### src/rtl/nx_fifo_rd_stream_if.sv
// nx_fifo_rd_stream_if: FIFO read port plus downstream valid/ready stream.
// master is the adapter's view, slave is the FIFO/consumer side.
interface nx_fifo_rd_stream_if #(
    parameter int WIDTH = 71
);
    logic             fifo_empty;
    logic             fifo_ren;
    logic [WIDTH-1:0] fifo_rdata;
    logic             fifo_rerr;
    logic             out_valid;
    logic             out_ready;
    logic [WIDTH-1:0] out_data;
    logic             out_err;

    modport master (
        input  fifo_empty, fifo_rdata, fifo_rerr, out_ready,
        output fifo_ren, out_valid, out_data, out_err
    );

    modport slave (
        output fifo_empty, fifo_rdata, fifo_rerr, out_ready,
        input  fifo_ren, out_valid, out_data, out_err
    );
endinterface

### src/rtl/nx_fifo_rd_stream.sv
// nx_fifo_rd_stream: pops a fixed-latency FIFO read port into a credit-tracked
// skid buffer and presents it as a first-word-fall-through valid/ready stream.
// ECC errors are tagged per word, optionally dropped, and counted.
module nx_fifo_rd_stream #(
    parameter int WIDTH     = 71,
    parameter int RD_LAT    = 1,
    parameter int BUF_DEPTH = 4,
    parameter int DROP_ERR  = 0
) (
    input  logic                       clk,
    input  logic                       rst,
    nx_fifo_rd_stream_if.master        bus,
    input  logic                       clear,
    input  logic                       err_clr,
    output logic                       err_sticky,
    output logic [15:0]                err_cnt,
    output logic [$clog2(BUF_DEPTH):0] occupancy
);
    localparam int AW = $clog2(BUF_DEPTH);
    localparam int CW = AW + 1;
    // keep a 1-bit shift register when RD_LAT=0; it is held at zero
    localparam int LW = (RD_LAT == 0) ? 1 : RD_LAT;

    logic [WIDTH:0]  mem [BUF_DEPTH];
    logic [AW-1:0]   wptr;
    logic [AW-1:0]   rptr;
    logic [CW-1:0]   count;
    logic [LW-1:0]   inflight;
    logic [LW-1:0]   kill;

    logic            ren;
    logic [CW-1:0]   used;
    logic            ret_slot;
    logic            ret_kill;
    logic            ret_live;
    logic            do_wr;
    logic            do_pop;
    logic            err_hit;
    logic [LW-1:0]   inflight_n;
    logic [LW-1:0]   kill_n;
    logic [CW-1:0]   count_n;
    logic [CW-1:0]   occ_n;

    function automatic logic [CW-1:0] popcnt(input logic [LW-1:0] v);
        logic [CW-1:0] n;
        n = '0;
        for (int unsigned i = 0; i < LW; i++) begin
            n = n + CW'(v[i]);
        end
        return n;
    endfunction

    // Credit check, issue, return qualification and next-state of the counters.
    always_comb begin
        used       = count + popcnt(inflight);
        ren        = !bus.fifo_empty && (used < CW'(BUF_DEPTH)) && !clear && !rst;
        ret_slot   = 1'b0;
        ret_kill   = 1'b0;
        inflight_n = '0;
        kill_n     = '0;
        if (RD_LAT == 0) begin
            ret_slot = ren;
        end else begin
            ret_slot   = inflight[LW-1];
            ret_kill   = kill[LW-1];
            inflight_n = (inflight << 1) | LW'(ren);
            // ren is low during clear, so only pre-existing reads get killed
            kill_n     = clear ? (inflight << 1) : (kill << 1);
        end
        // a word landing in the clear cycle is dropped along with the buffer
        ret_live = ret_slot && !ret_kill && !clear;
        err_hit  = ret_live && bus.fifo_rerr;
        do_wr    = ret_live && !((DROP_ERR != 0) && bus.fifo_rerr);
        do_pop   = (count != '0) && bus.out_ready;
        count_n  = count;
        if (clear) begin
            count_n = '0;
        end else if (do_wr && !do_pop) begin
            count_n = count + CW'(1);
        end else if (!do_wr && do_pop) begin
            count_n = count - CW'(1);
        end
        occ_n = count_n + popcnt(inflight_n);
    end

    // Buffer storage, pointers, credit state and registered occupancy.
    always_ff @(posedge clk or posedge rst) begin
        if (rst) begin
            for (int unsigned i = 0; i < BUF_DEPTH; i++) begin
                mem[i] <= '0;
            end
            wptr      <= '0;
            rptr      <= '0;
            count     <= '0;
            inflight  <= '0;
            kill      <= '0;
            occupancy <= '0;
        end else begin
            inflight  <= inflight_n;
            kill      <= kill_n;
            count     <= count_n;
            occupancy <= occ_n;
            if (do_wr) begin
                mem[wptr] <= {bus.fifo_rerr, bus.fifo_rdata};
                wptr      <= wptr + AW'(1);
            end
            if (clear) begin
                rptr <= wptr;
            end else if (do_pop) begin
                rptr <= rptr + AW'(1);
            end
        end
    end

    // ECC error sticky flag and saturating counter; err_clr wins.
    always_ff @(posedge clk or posedge rst) begin
        if (rst) begin
            err_sticky <= 1'b0;
            err_cnt    <= '0;
        end else if (err_clr) begin
            err_sticky <= 1'b0;
            err_cnt    <= '0;
        end else if (err_hit) begin
            err_sticky <= 1'b1;
            if (err_cnt != 16'hFFFF) begin
                err_cnt <= err_cnt + 16'd1;
            end
        end
    end

    assign bus.fifo_ren                 = ren;
    assign bus.out_valid                = (count != '0);
    assign {bus.out_err, bus.out_data}  = mem[rptr];
endmodule
### src/flat_wrapper.sv
// flat-port wrapper written by rule: the top's interface ports become plain ports
module nx_fifo_rd_stream_flat 
#(
    parameter int WIDTH     = 71,
    parameter int RD_LAT    = 1,
    parameter int BUF_DEPTH = 4,
    parameter int DROP_ERR  = 0
)
  (clk, rst, clear, err_clr, err_sticky, err_cnt, occupancy, bus_fifo_empty, bus_fifo_rdata, bus_fifo_rerr, bus_out_ready, bus_fifo_ren, bus_out_valid, bus_out_data, bus_out_err);
  nx_fifo_rd_stream_if #(.WIDTH(WIDTH)) bus_i ();
  input  logic clk;
  input  logic rst;
  input  logic clear;
  input  logic err_clr;
  output logic err_sticky;
  output logic [15:0] err_cnt;
  output logic [$clog2(BUF_DEPTH):0] occupancy;
  input wire logic [$bits(bus_i.fifo_empty)-1:0] bus_fifo_empty;
  input wire logic [$bits(bus_i.fifo_rdata)-1:0] bus_fifo_rdata;
  input wire logic [$bits(bus_i.fifo_rerr)-1:0] bus_fifo_rerr;
  input wire logic [$bits(bus_i.out_ready)-1:0] bus_out_ready;
  output wire logic [$bits(bus_i.fifo_ren)-1:0] bus_fifo_ren;
  output wire logic [$bits(bus_i.out_valid)-1:0] bus_out_valid;
  output wire logic [$bits(bus_i.out_data)-1:0] bus_out_data;
  output wire logic [$bits(bus_i.out_err)-1:0] bus_out_err;
  assign bus_i.fifo_empty = bus_fifo_empty;
  assign bus_i.fifo_rdata = bus_fifo_rdata;
  assign bus_i.fifo_rerr = bus_fifo_rerr;
  assign bus_i.out_ready = bus_out_ready;
  assign bus_fifo_ren = bus_i.fifo_ren;
  assign bus_out_valid = bus_i.out_valid;
  assign bus_out_data = bus_i.out_data;
  assign bus_out_err = bus_i.out_err;
  nx_fifo_rd_stream #(.WIDTH(WIDTH), .RD_LAT(RD_LAT), .BUF_DEPTH(BUF_DEPTH), .DROP_ERR(DROP_ERR)) u_core (.clk(clk), .rst(rst), .bus(bus_i), .clear(clear), .err_clr(err_clr), .err_sticky(err_sticky), .err_cnt(err_cnt), .occupancy(occupancy));
endmodule
### config.mk
export PLATFORM = sky130hd
export DESIGN_NAME = nx_fifo_rd_stream_flat
export DESIGN_NICKNAME = d
export VERILOG_FILES = /design/src/rtl/nx_fifo_rd_stream_if.sv /design/src/rtl/nx_fifo_rd_stream.sv /design/src/flat_wrapper.sv
export SDC_FILE = /design/constraint.sdc
export NUM_CORES = 1
export LEC_CHECK = 0
export BUFFER_PORTS_ARGS = -buffer_cell sky130_fd_sc_hd__buf_2
export CELL_PAD_IN_SITES_DETAIL_PLACEMENT = 1
export CELL_PAD_IN_SITES_GLOBAL_PLACEMENT = 1
export CORE_ASPECT_RATIO = 1.75
export CORE_MARGIN = 3
export CORE_UTILIZATION = 40
export CTS_CLUSTER_DIAMETER = 150
export DETAILED_ROUTE_END_ITERATION = 8
export PLACE_DENSITY_LB_ADDON = 0.3
export SKIP_LAST_GASP = 1
export SLEW_MARGIN = 20
export SYNTH_ARGS = -nofsm -noshare
export SYNTH_HDL_FRONTEND = slang
export SYNTH_SLANG_ARGS = --single-unit
### constraint.sdc
create_clock -name clk -period 12.52 [get_ports clk]
set_input_delay 0.626 -clock clk [delete_from_list [all_inputs] [get_ports clk]]
set_output_delay 0.626 -clock clk [all_outputs]
set_load 0.01 [all_outputs]
==> impl_metrics.tcl, run 1 <==
set metrics [dict create \
    gp_congestion 0.725 \
    clk_pin_slew_ns 0.06 \
    crit_fanout 42 \
    initial_core_util_pct 40.9 \
    core_area_sq_um 34000 \
    nets 1113 \
    utilization_pct 47.9 \
    areaGrowthSynthToFinish_pct 17.0 \
    synth.top_cell.area_share_pct 56.9 \
    slew_headroom_pct 35.0 \
    synth_top_area_cell "dfrtp_1" \
    cts_tree "yes" \
    die_w_microns 147 \
    slowest_stage "dfrtp_4" \
    synth_cells 865 \
    synth_area_leaders "dfrtp_1, mux2_2, mux4_2" \
    die-area_sq_um 37100 \
    peakVddDrop_uv 150 \
    die_y_microns 253 \
    p_total_w 0.00393 \
    worstPathArrival_ns 3.06 \
    syn_area_sq_um 13900 \
    track_usage_pct 17.2 \
    hold_viol_final 0 \
    yosys_warnings 0 \
    fmax_ghz 0.271 \
    path_class "flop to output port" \
    fin_worst_skew_ns 0.0104 \
    path_buf_inv 2 \
    slew_violations 0 \
    cp.required_ns 11.89 \
    avgSynthCellArea_sq_um 16.1 \
    ys_types 38 \
    drv_cap 0 \
    layout_common_cells "dfrtp_1, mux2_2, buf_2" \
    cts.path.max_buffers 3 \
    fin_crit_sh_pct 29.4 \
    setup_viol 0 \
    first_global_vias 9211 \
    worstRegToRegCells 4 \
    numCtsBuffers 31 \
    cp.depth 3 \
    antenna_found_initial 1 \
    ys_ff_latch 316 \
    crit_family "buffers and inverters" \
    h-tree-depth 1 \
    hpwl_microns 20000 \
    grt_max_degree 87 \
    ys_seq_area_share_pct 56.9 \
    routed_wl_microns 31900 \
    drive_above_1_share_pct 57.8 \
    worstSkewPairLatency_ns 0.56 \
    first_pass_iters 4 \
    worst_setup_path_start_kind "flop" \
    syn-num-nets 953 \
    grt.overflow.total 0 \
    layout_commonest_cell "dfrtp_1" \
    ant_nets 0 \
    ios 172 \
    path_cells "buf_4 -> mux4_2 -> buf_2" \
    fp-row-count 89 \
    cpPeakStageDelay_ns 0.85 \
    leakage_nw 7.73 \
    cts_hold_buf 0 \
    pwr_density_cell_nw_per_um2 242 \
    clock-sinks 316 \
    cts_resized 0 \
    vias 8045 \
    drt-initial-drc-count 239 \
    grt_pass1_wl_microns 50900 \
    tns_ns 0 \
    finalCriticalPeriod_ns 3.69 \
    wire_per_inst_microns 21.2 \
    worstMarginPinSlew_ns 0.975 \
    status "completed" \
    viasPerCell 5.35 \
    grt_setup_unrepaired "false" \
    drcViolationCount 0 \
    cp-end-kind "output port" \
    port_buffers 171 \
    timing.hold.ws_ns 0.142 \
    holdCritPathClass "input pin to asynchronous set/reset pin" \
    cts_root_buf "clkbuf_16" \
    cts_setup_buffers 0 \
]
==> worst register-to-register path, cell delays in order (launching register included) <==
cell	delay, ns
dfrtp_1	0.58
nor2b_1	0.83
nand2_4	0.57
buf_4	0.53
mux2_2	0.38
==> per-stage QoR <==
stage               area, sq um  instances  setup slack [ns]
floorplan                 13900        865              3.15
global route              16300       1504              8.61
detailed placement        15200       1447              9.27
finish                    16300       1504              8.83
CTS                       16200       1503              8.73
global placement          15200       1447              9.31
==> final timing paths <==
path,slack (ns),endpoint,from
hold / removal,0.14,u_core.err_cnt[3],rst
min in group clk,0.27,u_core.inflight,bus_fifo_empty
max in group asynchronous,10.09,u_core.mem[25],rst
setup reg to reg,9.52,u_core.mem[247],u_core.inflight
hold reg to reg,0.50,u_core.mem[181],u_core.mem[181]
setup / recovery,8.83,bus_out_data[38],u_core.rptr[1]
==> layer usage <==
metal  global-route usage (%)  share of wire, %  wire length [microns]  vias to the layer above
li1                         -                 -                      -                     3540
met1                     19.1                37                  11900                     4326
met2                     33.3                57                  18000                      142
met3                     3.01               4.0                   1260                       37
met4                     4.92               2.1                    685                        0
met5                        0                 0                      0                        -
==> registers in the layout, summed over array words and instances, names as in the netlist <==
name	flops
u_core.err_sticky	1
u_core.mem	288
u_core.count	3
u_core.inflight	1
u_core.err_cnt	16
u_core.rptr	2
u_core.wptr	2
u_core.occupancy	3
==> report_power, final <==
group	total, W	internal (W)	switching (W)
registers	0.00170	0.00144	0.000263
clock network	0.000945	0.000559	0.000386
logic	0.00129	0.000759	0.000526
==> synthesized netlist by cell type, drive strengths merged <==
| master | n |
|---|---|
| o31a | 1 |
| nor3b | 1 |
| nand4b | 1 |
| mux2i | 1 |
| nand2 | 17 |
| nand3 | 9 |
| and3b | 1 |
| o41ai | 1 |
| dfrtp | 316 |
| xor2 | 3 |
| o31ai | 5 |
| a211oi | 1 |
| xnor2 | 4 |
| a221oi | 1 |
| nor2 | 11 |
| inv | 11 |
| or4 | 7 |
| o21ai | 5 |
| a2111o | 1 |
| nor3 | 3 |
| a21oi | 11 |
| a311oi | 2 |
| ha | 10 |
| nand4 | 4 |
| a41o | 1 |
| nand2b | 2 |
| or3 | 2 |
| nor4 | 4 |
| or2 | 2 |
| mux2 | 292 |
| buf | 36 |
| nand4bb | 1 |
| clkbuf | 18 |
| nor4b | 2 |
| mux4 | 72 |
| nor2b | 5 |
| nand3b | 1 |
==> logic make-up (layout without fill, tap and decap cells) <==
family	after synthesis	count (layout)	synth area share (%)
other	0	1	0
DFF	316	316	56.9
muxes	365	365	35.4
adders and majority gates	10	10	0.901
xor gates and xnor gates	7	7	0.441
buffers and inverters	65	248	2.01
AOI/OAI and AO/OA	29	29	1.37
and+or+nand+nor	73	73	2.95
==> final cells by class <==
type	count	area [sq um]
fill	3363	17700
inverter	11	48.8
multi-input combinational	484	5740
sequential	316	7920
clock inverter	9	103
tap	455	569
antenna	1	2.50
timing repair buffer	181	935
clock buffer	47	946
No activity file was read; power rests on OpenSTA's default activity.
==> run 2, diff against run 1 <==
==> constraint.sdc (replaced) <==
create_clock -name clk -period 3.8 [get_ports clk]
set_input_delay 0.19 -clock clk [delete_from_list [all_inputs] [get_ports clk]]
set_output_delay 0.19 -clock clk [all_outputs]
set_load 0.01 [all_outputs]
==> impl_metrics.tcl, run 2 (synthesis gave the netlist of run 1 again) <==
set metrics [dict create \
    grt.overflow.total 0 \
    pwr_density_cell_nw_per_um2 770 \
    die-area_sq_um 37100 \
    final_cell_area_sq_um 17200 \
    track_usage_pct 17.7 \
    fmax_ghz 0.373 \
    routed_wl_microns 32200 \
    areaGrowthSynthToFinish_pct 23.8 \
    cts_root_buf "clkbuf_16" \
    timing.hold.ws_ns 0.0497 \
    holdCritPathClass "input pin to flop" \
    swShare_pct 29.5 \
    first_global_vias 9485 \
    r2r-end "u_core.err_cnt[11]" \
    cts_tree "yes" \
    r2r_slack_ns 1.52 \
    cts.path.max_buffers 3 \
    leakage_nw 8.14 \
    vias 8434 \
    busiest_layer "met2" \
    drt-initial-drc-count 231 \
    nFillCells 3321 \
    fp-row-count 89 \
    top_regs "u_core.mem: 288 flops, u_core.err_cnt: 16 flops" \
    fin_crit_sh_pct 70.5 \
    clk_pin_slew_ns 0.07 \
    grt_pass1_wl_microns 52300 \
    ant_nets 0 \
    viasPerCell 5.32 \
    slew_headroom_pct 35.6 \
    core_area_sq_um 34000 \
    hold_path_depth 3 \
    fin_worst_skew_ns 0.0160 \
    path_class "flop to output port" \
    antenna_found_initial 1 \
    met3_usage_pct 3.19 \
    use_met1_pct 19.8 \
    h-tree-depth 2 \
    nets 1196 \
    worstMarginPinSlew_ns 0.964 \
    numCtsBuffers 34 \
    regToRegStartpoint "u_core.inflight" \
    place_area_sq_um 15300 \
    intPower_w 0.00934 \
    cp-end-kind "output port" \
    drcViolationCount 0 \
    hold_viol_final 0 \
    ios 172 \
    cts_setup_buffers 0 \
    layout_common_cells "dfrtp_1, mux2_2, buf_2" \
    seqPwrFrac_pct 42.5 \
    layout_commonest_cell "dfrtp_1" \
    p_clk_share_pct 25.3 \
    worstPathArrival_ns 2.49 \
    largest_reg_flops 288 \
    worst_setup_path_start_kind "flop" \
    setup_viol 0 \
    seqCellArea_sq_um 7920 \
    finalCriticalPeriod_ns 2.68 \
    clock-sinks 316 \
    die_w_microns 147 \
    gp_congestion 0.757 \
    first_pass_iters 4 \
    worstSkewPairLatency_ns 0.52 \
    grt.met2_usage_pct 33.8 \
    port_buffers 171 \
    combPwrFrac_pct 32.3 \
    crit_fanout 33 \
    cp.required_ns 3.61 \
    drv_cap 0 \
    peakVddDrop_uv 477 \
    drive_above_1_share_pct 54.3 \
    multi_input_area_sq_um 5740 \
    status "completed" \
    worstRegToRegCells 4 \
    wire_per_inst_microns 20.3 \
    initial_core_util_pct 40.9 \
    p_sw_w 0.00391 \
    grt_setup_unrepaired "false" \
    min_to "u_core.rptr[0]" \
    worstHoldStart "clear" \
    die_y_microns 253 \
    hpwl_microns 20200 \
    slew_violations 0 \
    top_register "u_core.mem" \
    grt_max_degree 111 \
]
run 2: cell count changes in the layout (fill, tap and decap cells not counted), sizes merged:
cell / before / now
dlygate4sd3: 0 / 74
clkinv: 4 / 3
buf: 181 / 187
bufinv: 2 / 3
clkinvlp: 3 / 2
inv: 11 / 12
run 2: per-stage QoR:
stage                     TNS (ns)  worst slack [ns]  std cells  util [%]  power [W]
final                            0              1.12       1584      50.6     0.0132
after CTS                        0              1.01       1583      50.6     0.0135
after floorplan            -189.87            -0.601        865         -    0.00842
after global placement           0              1.56       1453      45.1    0.00981
after detailed placement         0              1.54       1453      45.1     0.0100
after global routing             0             0.958       1584      50.6     0.0141
run 2: area by class of cell:
type | count | area share, %
clock buffer | 47 | 5.76
timing repair buffer | 261 | 10.5
sequential | 316 | 46.0
clock inverter | 9 | 0.757
inverter | 11 | 0.262
antenna | 1 | 0.0146
tap | 455 | 3.31
multi-input combinational | 484 | 33.4
run 2: how the worst max path moves through the flow:
stage                               endpoint  slack, ns  cells after the start            start
after global placement    u_core.err_cnt[11]       1.56                      4  u_core.inflight
final                       bus_out_data[38]       1.12                      3   u_core.rptr[1]
after global routing         bus_out_data[7]       0.96                      3   u_core.rptr[1]
after detailed placement  u_core.err_cnt[11]       1.54                      4  u_core.inflight
after CTS                   bus_out_data[38]       1.01                      3   u_core.rptr[1]
after floorplan              u_core.count[0]      -0.60                      1              rst
run 2: worst max-delay path: stages (launching register included):
cell	delay, ns
dfrtp_4	0.87
buf_12	0.36
mux4_2	0.57
buf_2	0.16
run 2: routing by layer:
layer | vias to the layer above | share of wire (%)
li1 | 3711 | -
met1 | 4520 | 38
met2 | 151 | 56
met3 | 52 | 3.8
met4 | 0 | 2.5
met5 | - | 0
run 2: repair_timing:
item	CTS	global route
hold buffers	74	0
endpoints found under the hold margin	319	0
gates resized for setup	0	0
run 2: power by group through the flow:
| stage | logic [W] | clock network [W] | registers (W) |
|---|---|---|---|
| floorplan | 0.00322 | 0 | 0.00520 |
| global placement | 0.00418 | 0 | 0.00563 |
| detailed placement | 0.00429 | 0 | 0.00570 |
| CTS | 0.00438 | 0.00347 | 0.00564 |
| global route | 0.00466 | 0.00361 | 0.00581 |
| finish | 0.00427 | 0.00335 | 0.00563 |
==> run 3, diff against run 2 <==
==> constraint.sdc (replaced) <==
create_clock -name clk -period 2.24 [get_ports clk]
set_input_delay 0.112 -clock clk [delete_from_list [all_inputs] [get_ports clk]]
set_output_delay 0.112 -clock clk [all_outputs]
set_load 0.01 [all_outputs]
==> impl_metrics.tcl, run 3 (synthesis gave the netlist of run 1 again) <==
set metrics [dict create \
    viasPerCell 5.24 \
    setup_ws_ns 0.0740 \
    final_cells 1618 \
    cp-end-kind "output port" \
    clock-sinks 316 \
    drcViolationCount 0 \
    clk_pin_slew_ns 0.07 \
    p_total_w 0.0227 \
    worstPathArrival_ns 2.05 \
    path_class "flop to output port" \
    port_buffers 171 \
    top_regs "u_core.mem: 288 flops, u_core.err_cnt: 16 flops" \
    dp_slack_ns 0.0863 \
    peakVddDrop_uv 845 \
    wire_per_inst_microns 20.7 \
    ios 172 \
    gp_congestion 0.771 \
    cts_root_buf "clkbuf_16" \
    regToRegStartpoint "u_core.err_cnt[8]" \
    pwr_density_cell_nw_per_um2 1290 \
    nets 1225 \
    hpwl_microns 21700 \
    r2r-end "u_core.err_cnt[11]" \
    status "completed" \
    largest_reg_flops 288 \
    worst_setup_path_start_kind "flop" \
    grt.overflow.total 0 \
    drt-initial-drc-count 273 \
    fp-row-count 89 \
    holdCritPathClass "input pin to asynchronous set/reset pin" \
    cts.path.max_buffers 3 \
    setup_viol 0 \
    worstSkewPairLatency_ns 0.57 \
    core_area_sq_um 34000 \
    nFillCells 3263 \
    crit_fanout 8 \
    first_pass_iters 4 \
    h-tree-depth 1 \
    slew_violations 0 \
    utilization_pct 51.8 \
    vias 8481 \
    layout_common_cells "dfrtp_1, mux2_2, buf_2" \
    leakage_nw 8.35 \
    layout_commonest_cell "dfrtp_1" \
    antenna_found_initial 1 \
    first_global_vias 9673 \
    die_w_microns 147 \
    cp.required_ns 2.13 \
    grt_setup_unrepaired "true" \
    cts_tree "yes" \
    r2r_slack_ns 0.21 \
    routed_wl_microns 33500 \
    finalCriticalPeriod_ns 2.17 \
    areaGrowthSynthToFinish_pct 26.5 \
    fin_crit_sh_pct 96.7 \
    numCtsBuffers 31 \
    ant_nets 0 \
    drive_above_1_share_pct 55.7 \
    fin_worst_skew_ns 0.0131 \
    grt_max_degree 107 \
    fmax_ghz 0.462 \
    initial_core_util_pct 40.9 \
    hold_viol_final 0 \
    die-area_sq_um 37100 \
    top_register "u_core.mem" \
    die_y_microns 253 \
    slew_headroom_pct 58.5 \
    track_usage_pct 18.0 \
    dp_cells 1477 \
    worstRegToRegCells 4 \
    grt_pass1_wl_microns 53700 \
    worstMarginPinSlew_ns 0.622 \
    drv_cap 0 \
]
[run 3: what timing repair did]
action / CTS / global route
hold endpoints to repair: 498 / 0
buffers inserted: 1 / 2
resized for setup: 1 / 3
endpoints found under the setup margin: 50 / 29
cloned: 0 / 2
hold buffers: 77 / 0
pin swaps: 0 / 0
[run 3: routing by layer]
metal | up-vias | wire length, microns | GRT usage [%]
met5 | - | 0 | 0
met1 | 4521 | 12800 | 20.6
met4 | 0 | 706 | 4.82
li1 | 3767 | - | -
met3 | 45 | 1240 | 2.78
met2 | 148 | 18700 | 34.7
[run 3: worst max-delay path by stage]
stage                                to  cells past startpoint  slack [ns]       startpoint
finish                 bus_out_data[23]                      4        0.07   u_core.rptr[1]
global route           bus_out_data[26]                      4       -0.02   u_core.rptr[1]
CTS                    bus_out_data[36]                      3       -0.01   u_core.rptr[1]
detailed placement  u_core.occupancy[2]                      8        0.09  u_core.count[1]
global placement    u_core.occupancy[2]                      8        0.24  u_core.count[1]
floorplan               u_core.count[0]                      1       -2.08              rst
[run 3: layout make-up]
class	instances	area, sq um	share of cell area, %
Timing Repair Buffer	293	2220	12.6
Antenna cell	1	2.50	0.0142
Sequential cell	316	7920	45.0
Tap cell	455	569	3.24
Multi-Input combinational cell	484	5740	32.7
Clock buffer	41	893	5.08
Clock inverter	17	195	1.11
Inverter	11	45.0	0.256
[run 3: critical path: stages, from the launching register on]
cell     delay [ns]
dfrtp_4        0.46
buf_12         0.13
buf_4          0.21
mux4_2         0.53
buf_2          0.16
[run 3: power by group]
part | internal (W) | switching (W) | total (W)
Clock | 0.00326 | 0.00223 | 0.00549
Combinational | 0.00466 | 0.00333 | 0.00799
Sequential | 0.00803 | 0.00121 | 0.00924
[run 3: stage by stage]
stage                     cell area [sq um]  hold WS [ns]  TNS [ns]
after floorplan                       13900         0.247   -658.18
after global placement                15600        0.0906         0
after detailed placement              15600        0.0984         0
after CTS                             17500        0.0475   -0.0307
after global routing                  17600         0.110   -0.0184
final                                 17600         0.113         0
